==> src/rtl/act_lut_loader.sv <==
// rtl/act_lut_loader.sv - streams coefficient words into one bank of the activation LUT
//
// Purpose:
//   Accepts a load request (bank mask, base entry, entry count), then takes one
//   {a_coef, b_coef} word per handshake from a valid/ready stream. Each word is
//   turned into a registered LUT write strobe one cycle later, at consecutive
//   entry addresses that wrap within the bank. A running XOR checksum of the
//   written words is kept. A load can be cancelled with abort.
//
// Ports:
//   clk              in   1          sole clock, rising edge
//   rst_n            in   1          asynchronous active-low reset
//   start            in   1          load request, honoured only in IDLE
//   cfg_mask         in   MASK_W     target bank, captured on accepted start
//   cfg_base         in   ADDR_W     first entry address, captured on accepted start
//   cfg_count        in   ADDR_W+1   entries to load (0 or >2^ADDR_W -> 2^ADDR_W)
//   abort            in   1          cancel an active load
//   in_valid         in   1          coefficient word valid
//   in_data          in   DATA_W     coefficient word
//   in_ready         out  1          loader accepts a word this cycle (state == LOAD)
//   lut_write_enable out  1          LUT write strobe
//   lut_mask         out  MASK_W     bank mask, held from start until next start
//   lut_write_addr   out  ADDR_W     entry address within the bank
//   lut_write_data   out  DATA_W     entry written
//   busy             out  1          load in progress
//   done             out  1          one-cycle pulse on successful completion
//   aborted          out  1          sticky: last load was aborted
//   checksum         out  DATA_W     XOR of all words written by the current/last load

package act_lut_pkg;
  parameter int ACT_MASK_SIZE = 4;
  parameter int ACT_LUT_DEPTH = 4;
  parameter int ACT_LUT_SIZE  = 32;
endpackage

module act_lut_loader
  import act_lut_pkg::*;
#(
  parameter int MASK_W = ACT_MASK_SIZE,
  parameter int ADDR_W = ACT_LUT_DEPTH,
  parameter int DATA_W = ACT_LUT_SIZE
) (
  input  logic              clk,
  input  logic              rst_n,
  input  logic              start,
  input  logic [MASK_W-1:0] cfg_mask,
  input  logic [ADDR_W-1:0] cfg_base,
  input  logic [ADDR_W:0]   cfg_count,
  input  logic              abort,
  input  logic              in_valid,
  input  logic [DATA_W-1:0] in_data,
  output logic              in_ready,
  output logic              lut_write_enable,
  output logic [MASK_W-1:0] lut_mask,
  output logic [ADDR_W-1:0] lut_write_addr,
  output logic [DATA_W-1:0] lut_write_data,
  output logic              busy,
  output logic              done,
  output logic              aborted,
  output logic [DATA_W-1:0] checksum
);

  typedef enum logic [1:0] {
    ST_IDLE = 2'd0,
    ST_LOAD = 2'd1,
    ST_DONE = 2'd2
  } state_t;

  // One full bank worth of entries: 2^ADDR_W.
  localparam logic [ADDR_W:0]   L_FULL    = {1'b1, {ADDR_W{1'b0}}};
  localparam logic [ADDR_W:0]   L_REM_ONE = {{ADDR_W{1'b0}}, 1'b1};
  localparam logic [ADDR_W-1:0] L_ADR_ONE = {{(ADDR_W-1){1'b0}}, 1'b1};

  state_t              r_state;
  state_t              w_next_state;

  logic [ADDR_W-1:0]   r_addr;       // next entry to be written
  logic [ADDR_W:0]     r_remaining;  // entries still to accept in this load
  logic [MASK_W-1:0]   r_mask;
  logic                r_we;
  logic [ADDR_W-1:0]   r_wr_addr;
  logic [DATA_W-1:0]   r_wr_data;
  logic                r_busy;
  logic                r_done;
  logic                r_aborted;
  logic [DATA_W-1:0]   r_checksum;

  logic                w_in_load;
  logic                w_start_acc;
  logic                w_handshake;
  logic                w_abort;
  logic                w_write;
  logic                w_last;
  logic [ADDR_W:0]     w_count_sat;

  assign w_in_load   = (r_state == ST_LOAD);
  assign w_start_acc = (r_state == ST_IDLE) && start;
  assign w_handshake = w_in_load && in_valid;
  assign w_abort     = w_in_load && abort;
  // A word that arrives in the same cycle as abort is dropped on the floor.
  assign w_write     = w_handshake && !abort;
  assign w_last      = w_write && (r_remaining == L_REM_ONE);

  // Zero and anything beyond one bank both mean "fill the whole bank".
  assign w_count_sat = ((cfg_count == '0) || (cfg_count > L_FULL)) ? L_FULL : cfg_count;

  // ------------------------------------------------------------------
  // FSM: state register
  // ------------------------------------------------------------------
  always_ff @(posedge clk or negedge rst_n) begin
    if (!rst_n) begin
      r_state <= ST_IDLE;
    end else begin
      r_state <= w_next_state;
    end
  end

  // ------------------------------------------------------------------
  // FSM: next state
  // ------------------------------------------------------------------
  always_comb begin
    w_next_state = r_state;
    case (r_state)
      ST_IDLE: begin
        if (start) begin
          w_next_state = ST_LOAD;
        end
      end
      ST_LOAD: begin
        if (abort) begin
          w_next_state = ST_IDLE;
        end else if (w_last) begin
          w_next_state = ST_DONE;
        end
      end
      ST_DONE: begin
        w_next_state = ST_IDLE;
      end
      default: begin
        w_next_state = ST_IDLE;
      end
    endcase
  end

  // ------------------------------------------------------------------
  // Datapath and registered outputs
  // ------------------------------------------------------------------
  always_ff @(posedge clk or negedge rst_n) begin
    if (!rst_n) begin
      r_addr      <= '0;
      r_remaining <= '0;
      r_mask      <= '0;
      r_we        <= 1'b0;
      r_wr_addr   <= '0;
      r_wr_data   <= '0;
      r_busy      <= 1'b0;
      r_done      <= 1'b0;
      r_aborted   <= 1'b0;
      r_checksum  <= '0;
    end else begin
      r_we   <= w_write;
      // done is raised on the same edge as the final write strobe, so both
      // are seen together while the FSM sits in DONE.
      r_done <= w_last;
      r_busy <= (w_next_state != ST_IDLE);

      if (w_start_acc) begin
        r_mask      <= cfg_mask;
        r_addr      <= cfg_base;
        r_remaining <= w_count_sat;
        r_checksum  <= '0;
        r_aborted   <= 1'b0;
      end

      if (w_write) begin
        r_wr_addr   <= r_addr;
        r_wr_data   <= in_data;
        r_addr      <= r_addr + L_ADR_ONE;  // wraps naturally within the bank
        r_remaining <= r_remaining - L_REM_ONE;
        r_checksum  <= r_checksum ^ in_data;
      end

      if (w_abort) begin
        r_aborted <= 1'b1;
      end
    end
  end

  // in_ready is the only combinational output; it tracks the state register,
  // so an asserted reset drops it at once along with everything else.
  assign in_ready         = w_in_load;
  assign lut_write_enable = r_we;
  assign lut_mask         = r_mask;
  assign lut_write_addr   = r_wr_addr;
  assign lut_write_data   = r_wr_data;
  assign busy             = r_busy;
  assign done             = r_done;
  assign aborted          = r_aborted;
  assign checksum         = r_checksum;

endmodule

==> config.mk <==
export PLATFORM = sky130hd
export DESIGN_NAME = act_lut_loader
export DESIGN_NICKNAME = d
export VERILOG_FILES = /design/src/rtl/act_lut_loader.sv
export SDC_FILE = /design/constraint.sdc
export NUM_CORES = 1
export LEC_CHECK = 0
export CELL_PAD_IN_SITES_DETAIL_PLACEMENT = 1
export CELL_PAD_IN_SITES_GLOBAL_PLACEMENT = 1
export CORE_ASPECT_RATIO = 1.2
export CORE_MARGIN = 2
export CORE_UTILIZATION = 50
export DETAILED_ROUTE_END_ITERATION = 7
export DONT_BUFFER_PORTS = 1
export GPL_TIMING_DRIVEN = 0
export PLACE_DENSITY_LB_ADDON = 0.1
export SLEW_MARGIN = 15
export SYNTH_ARGS = -nofsm -noshare
export SYNTH_HDL_FRONTEND = slang
export SYNTH_SLANG_ARGS = --single-unit
==> constraint.sdc <==
create_clock -name clk -period 3.8 [get_ports clk]
set_clock_uncertainty 0.05 [all_clocks]
set_input_delay 0.76 -clock clk [delete_from_list [all_inputs] [get_ports clk]]
set_output_delay 0.76 -clock clk [all_outputs]
set_load 0.005 [all_outputs]
==> results.yml <==
route:
  wire_per_inst_um: 17.6
  drt_iter0_drc: 98
  vias: 2423
  viasPerCell: 5.46
  dr.pass1.iters: 4
  drc: 0
  drtAntennaViolNets: 0
  totalWireLength_um: 7830
synthesis:
  synthCells: 342
  ys_seq_elements: 87
  postSynthAreaPerCell_um2: 10.4
  syn_area_mm2: 0.00356
  synth-seq-area-share_pct: 61.1
  yosys.cell_types.count: 34
  syn_nets: 396
  yosysWarnings: 0
finish:
  final_common_cell: "nand2_1"
  mostFrequentLayoutCells: "156 x nand2_1, 87 x dfrtp_1, 35 x mux2i_1"
  nFillCells: 757
  n_antenna_cell: 0
  drive_gt1_share_pct: 7.00
  area_delta_synth_final_pct: 7.69
  nets: 407
power_and_ir_drop:
  p_per_area_mw_per_mm2: 606
  ir_drop_mv: 0.256
  leakage_uw: 0.00215
  p_total_uw: 2330
run_status:
  status: "finished clean"
global_route:
  grt_max_degree: 88
  antenna_found_initial: 0
  grt_pass1_vias: 2582
  grt_pass1_wl_um: 12400
  grt-ovfl-total: 0
  track_usage_pct: 21.3
setup_path:
  cp-end-kind: "output port"
  critPathSlowestCell: "dfrtp_1"
  path_delay_family: "flip-flops"
  critPathBufInv: 1
  critPathArrivalTime_ns: 1.05
  cp_data_required_time_ns: 2.99
  crit_chain: "nand2b_1 -> inv_1"
  critPathMaxStageDelay_ns: 0.40
  cp_max_fo: 4
  path_class: "flop to output port"
  cp-start-kind: "flop"
clock_network:
  clkLatencyLatePin_ns: 0.35
  clk_path_buf_depth: 2
  cts_buffers: 9
  postCtsSetupBuffers: 0
  ctsResizeCount: 0
  htree_levels: 3
  cts-root-buf: "clkbuf_8"
  clk_pin_slew_worst_paths_ns: 0.08
  cts_tree: "yes"
  hold_buffers: 0
  clkSinkCount: 87
timing:
  worst_pin_slew_ns: 0.517
  slew_viol_final: 0
  setup_tns_ns: 0
  maxSlewHeadroom_pct: 65.5
  hold_viol_final: 0
  setup_viol: 0
  period_needed_ns: 1.86
  max_freq_mhz: 539
  finalCritPeriodShare_pct: 48.8
  rsz0062_at_grt: "false"
placed_design:
  dp_hpwl_um: 5650
  io_buffers: 0
  routabilityCongestion: 0.741
floorplanning:
  die_w_um: 81.1
  die_h_um: 96.5
  rows: 33
  io_pins: 127
  die_area_mm2: 0.00782
  start_util_pct: 52.0
  core_area_mm2: 0.00685
flow_run:
  maxCapViolations: 0
min_path:
  worst_hold_path_type: "input pin to async pin"
-- cell usage after synthesis --
master	n	share of area [%]
a311o_1	1	0.28
buf_2	3	0.42
o21ai_0	2	0.28
buf_4	1	0.21
dfrtp_1	87	61
o221ai_1	1	0.25
nand3_1	3	0.42
buf_8	1	0.42
nand4bb_1	1	0.32
or4_1	1	0.21
o221a_2	1	0.32
a211oi_1	2	0.42
inv_4	1	0.18
clkbuf_1	7	0.74
o211ai_1	1	0.21
nor2_1	1	0.11
nand2b_1	1	0.18
nor3b_1	2	0.42
a221o_1	1	0.28
a32oi_1	1	0.25
inv_1	8	0.84
a22oi_1	1	0.21
nand2_1	156	16
a21oi_1	2	0.28
mux2i_1	35	9.8
or3b_1	1	0.25
nor3_1	3	0.42
o311ai_0	1	0.25
mux2_4	1	0.42
ha_1	4	1.4
and3_1	5	0.88
a22o_1	1	0.25
buf_6	4	1.3
a211o_1	1	0.25
-- metal layers --
layer  vias up  wire length (um)  GRT usage (%)
li1       1129                 -              -
met1      1208              3150           24.5
met2        74              3910           36.2
met3        12               611           7.06
met4         0               162           9.04
met5         -                 0              0
-- report_power, final --
part	leakage [uW]	internal [uW]	switching [uW]	total, uW
clock	0.0000785	251	306	557
combinational	0.000960	162	213	376
sequential	0.00111	1170	223	1390
total	0.00215	1580	742	2330
-- per-stage QoR --
stage / instances / area (um^2) / hold slack, ns / utilization [%] / setup WS (ns)
after floorplan: 342 / 3560 / 0.410 / - / 1.77
after detailed placement: 429 / 3670 / 0.417 / 53.6 / 1.70
after global placement: 429 / 3670 / 0.416 / 53.6 / 1.73
after global routing: 444 / 3840 / 0.0143 / 56.0 / 1.89
final: 444 / 3840 / 0.0445 / 56.0 / 1.94
after CTS: 444 / 3840 / 0.0282 / 56.0 / 1.93
-- final cells by class --
class	count	area, um^2	share of cell area (%)
flip-flops and latches	87	2180	56.8
multi-input cells	230	1240	32.3
clock buffers	12	145	3.78
plain buffers	16	109	2.84
well taps	87	109	2.84
inverters	9	36.3	0.946
clock inverters	3	20.0	0.522
-- path summary, 6_finish.rpt --
| check | from | end | slack (ns) | cells past startpoint |
|---|---|---|---|---|
| max reg2reg | r_state[1] | checksum[24] | 2.13 | 5 |
| min | rst_n | lut_write_data[15] | 0.04 | 0 |
| max | r_state[1] | in_ready | 1.94 | 2 |
| min in group clk | r_remaining[4] | r_remaining[4] | 0.44 | 1 |
| min reg2reg | r_remaining[4] | r_remaining[4] | 0.44 | 1 |
| max in group asynchronous | rst_n | lut_write_data[28] | 3.55 | 0 |
-- registers in the layout, summed over array words and instances (netlist names) --
register and flops:
aborted 1, busy 1, checksum 32, done 1
lut_mask 4, lut_write_addr 4, lut_write_data 32, lut_write_enable 1
r_addr 4, r_remaining 5, r_state 2
-- cell families after synthesis --
group	Yosys count	synth area share (%)
AOI/OAI and AO/OA	16	3.51
adders and majority gates	4	1.41
buffers and inverters	25	4.07
DFF	87	61.1
muxes	36	10.3
and+or+nand+nor	174	19.6
Power figures use the tool's default switching activity.
==> variant: new RTL, same flow settings <==
Make the reset (`rst_n`) synchronous in 2 clocked blocks. Comments in the files are not updated.
--- a/src/rtl/act_lut_loader.sv
+++ b/src/rtl/act_lut_loader.sv
@@ -109,3 +109,3 @@
   // ------------------------------------------------------------------
-  always_ff @(posedge clk or negedge rst_n) begin
+  always_ff @(posedge clk) begin
     if (!rst_n) begin
@@ -147,3 +147,3 @@
   // ------------------------------------------------------------------
-  always_ff @(posedge clk or negedge rst_n) begin
+  always_ff @(posedge clk) begin
     if (!rst_n) begin
Function: differs if rst_n is asserted again (counterexample within 4 cycles, from zero or initial values and one cycle with rst_n low); with rst_n held inactive, the same outputs for 10 cycles.
==> variant against the unedited design <==
Synthesized area down 1.2%. Non-clock buffer count up 12. Final area up 0.29%. Worst setup slack worse by 0.034 ns. Sequential cell count unchanged. Synthesized cell count up 26%. Wire length up 23%.
Power is not compared: it rests on default switching activity, and its combinational part moved more than twofold at a synthesized area within 25%.
==> variant: results <==
[finish]
drive_gt1_share_pct = 8.520
layout.nonclk_buf_share_pct = 4.228
nets = 496
stdcell_area_mm2 = 0.003847
sh_seq_area_pct = 45.27
nMultiInputCombCells = 275
n_all_buffers = 28
multi_input_area_share_pct = 37.95
fillers = 848
layout.cells.non_filler = 533
clk_share_pct = 5.724
clkbuf_count = 10

[grt]
grt_pass1_vias = 3280
track_usage_pct = 25.91
met3_usage_pct = 8.161
grtUsageMet2_pct = 47.50
grt_pass1_wl_um = 15220

[outcome]
run_status = "finished, final reports clean"

[route]
drt_iter0_drc = 131
wl_met2_um = 4932
route.met3.wl_um = 745

[min_path]
hp-class = "register to register"

[die]
die_w_um = 80.58

[logic_synthesis]
synthArstFlopShare_pct = 0
synth_flop_cell = "dfxtp_1"
synth-compound-area-share_pct = 18.92
synth_area_leaders = "dfxtp_1, a21oi_1, nand2_1"
muxShareOfSynthArea_pct = 0.5690
ys_types = 37

[critical_path]
cp.arrival_ns = 1.08
critPathSlowestCell = "dfxtp_1"
crit_fanout = 7

[placed_design]
place_congestion = 0.7890
place_ws_ns = 1.560
place_area_mm2 = 0.003627

[timing]
tightest_slew_ns = 0.6090
[variant: cell types whose count changed in the layout (fill, tap and decap cells not counted), moves of 3 or more]
| cell | unedited run | this run |
|---|---|---|
| dfrtp_1 | 87 | 0 |
| inv_1 | 8 | 41 |
| buf_2 | 3 | 9 |
| a21oi_1 | 2 | 78 |
| mux2i_1 | 35 | 2 |
| nor2_1 | 1 | 4 |
| nand2_1 | 156 | 82 |
| buf_4 | 1 | 4 |
| or3_1 | 0 | 34 |
| o21ai_0 | 2 | 35 |
| dfxtp_1 | 0 | 87 |
[variant: final timing paths]
kind                            slack [ns]              to  cells after the start   startpoint
worst max-delay path                  1.91        in_ready                      1   r_state[0]
worst min-delay path                  0.43     lut_mask[0]                      2  lut_mask[0]
worst max register to register        2.12  r_remaining[1]                      4   r_state[0]
worst min register to register        0.43     lut_mask[0]                      2  lut_mask[0]
[variant: power breakdown]
group | switching, mW | internal [mW]
Combinational | 0.0772 | 0.0445
Sequential | 0.0213 | 0.935
Clock | 0.339 | 0.386
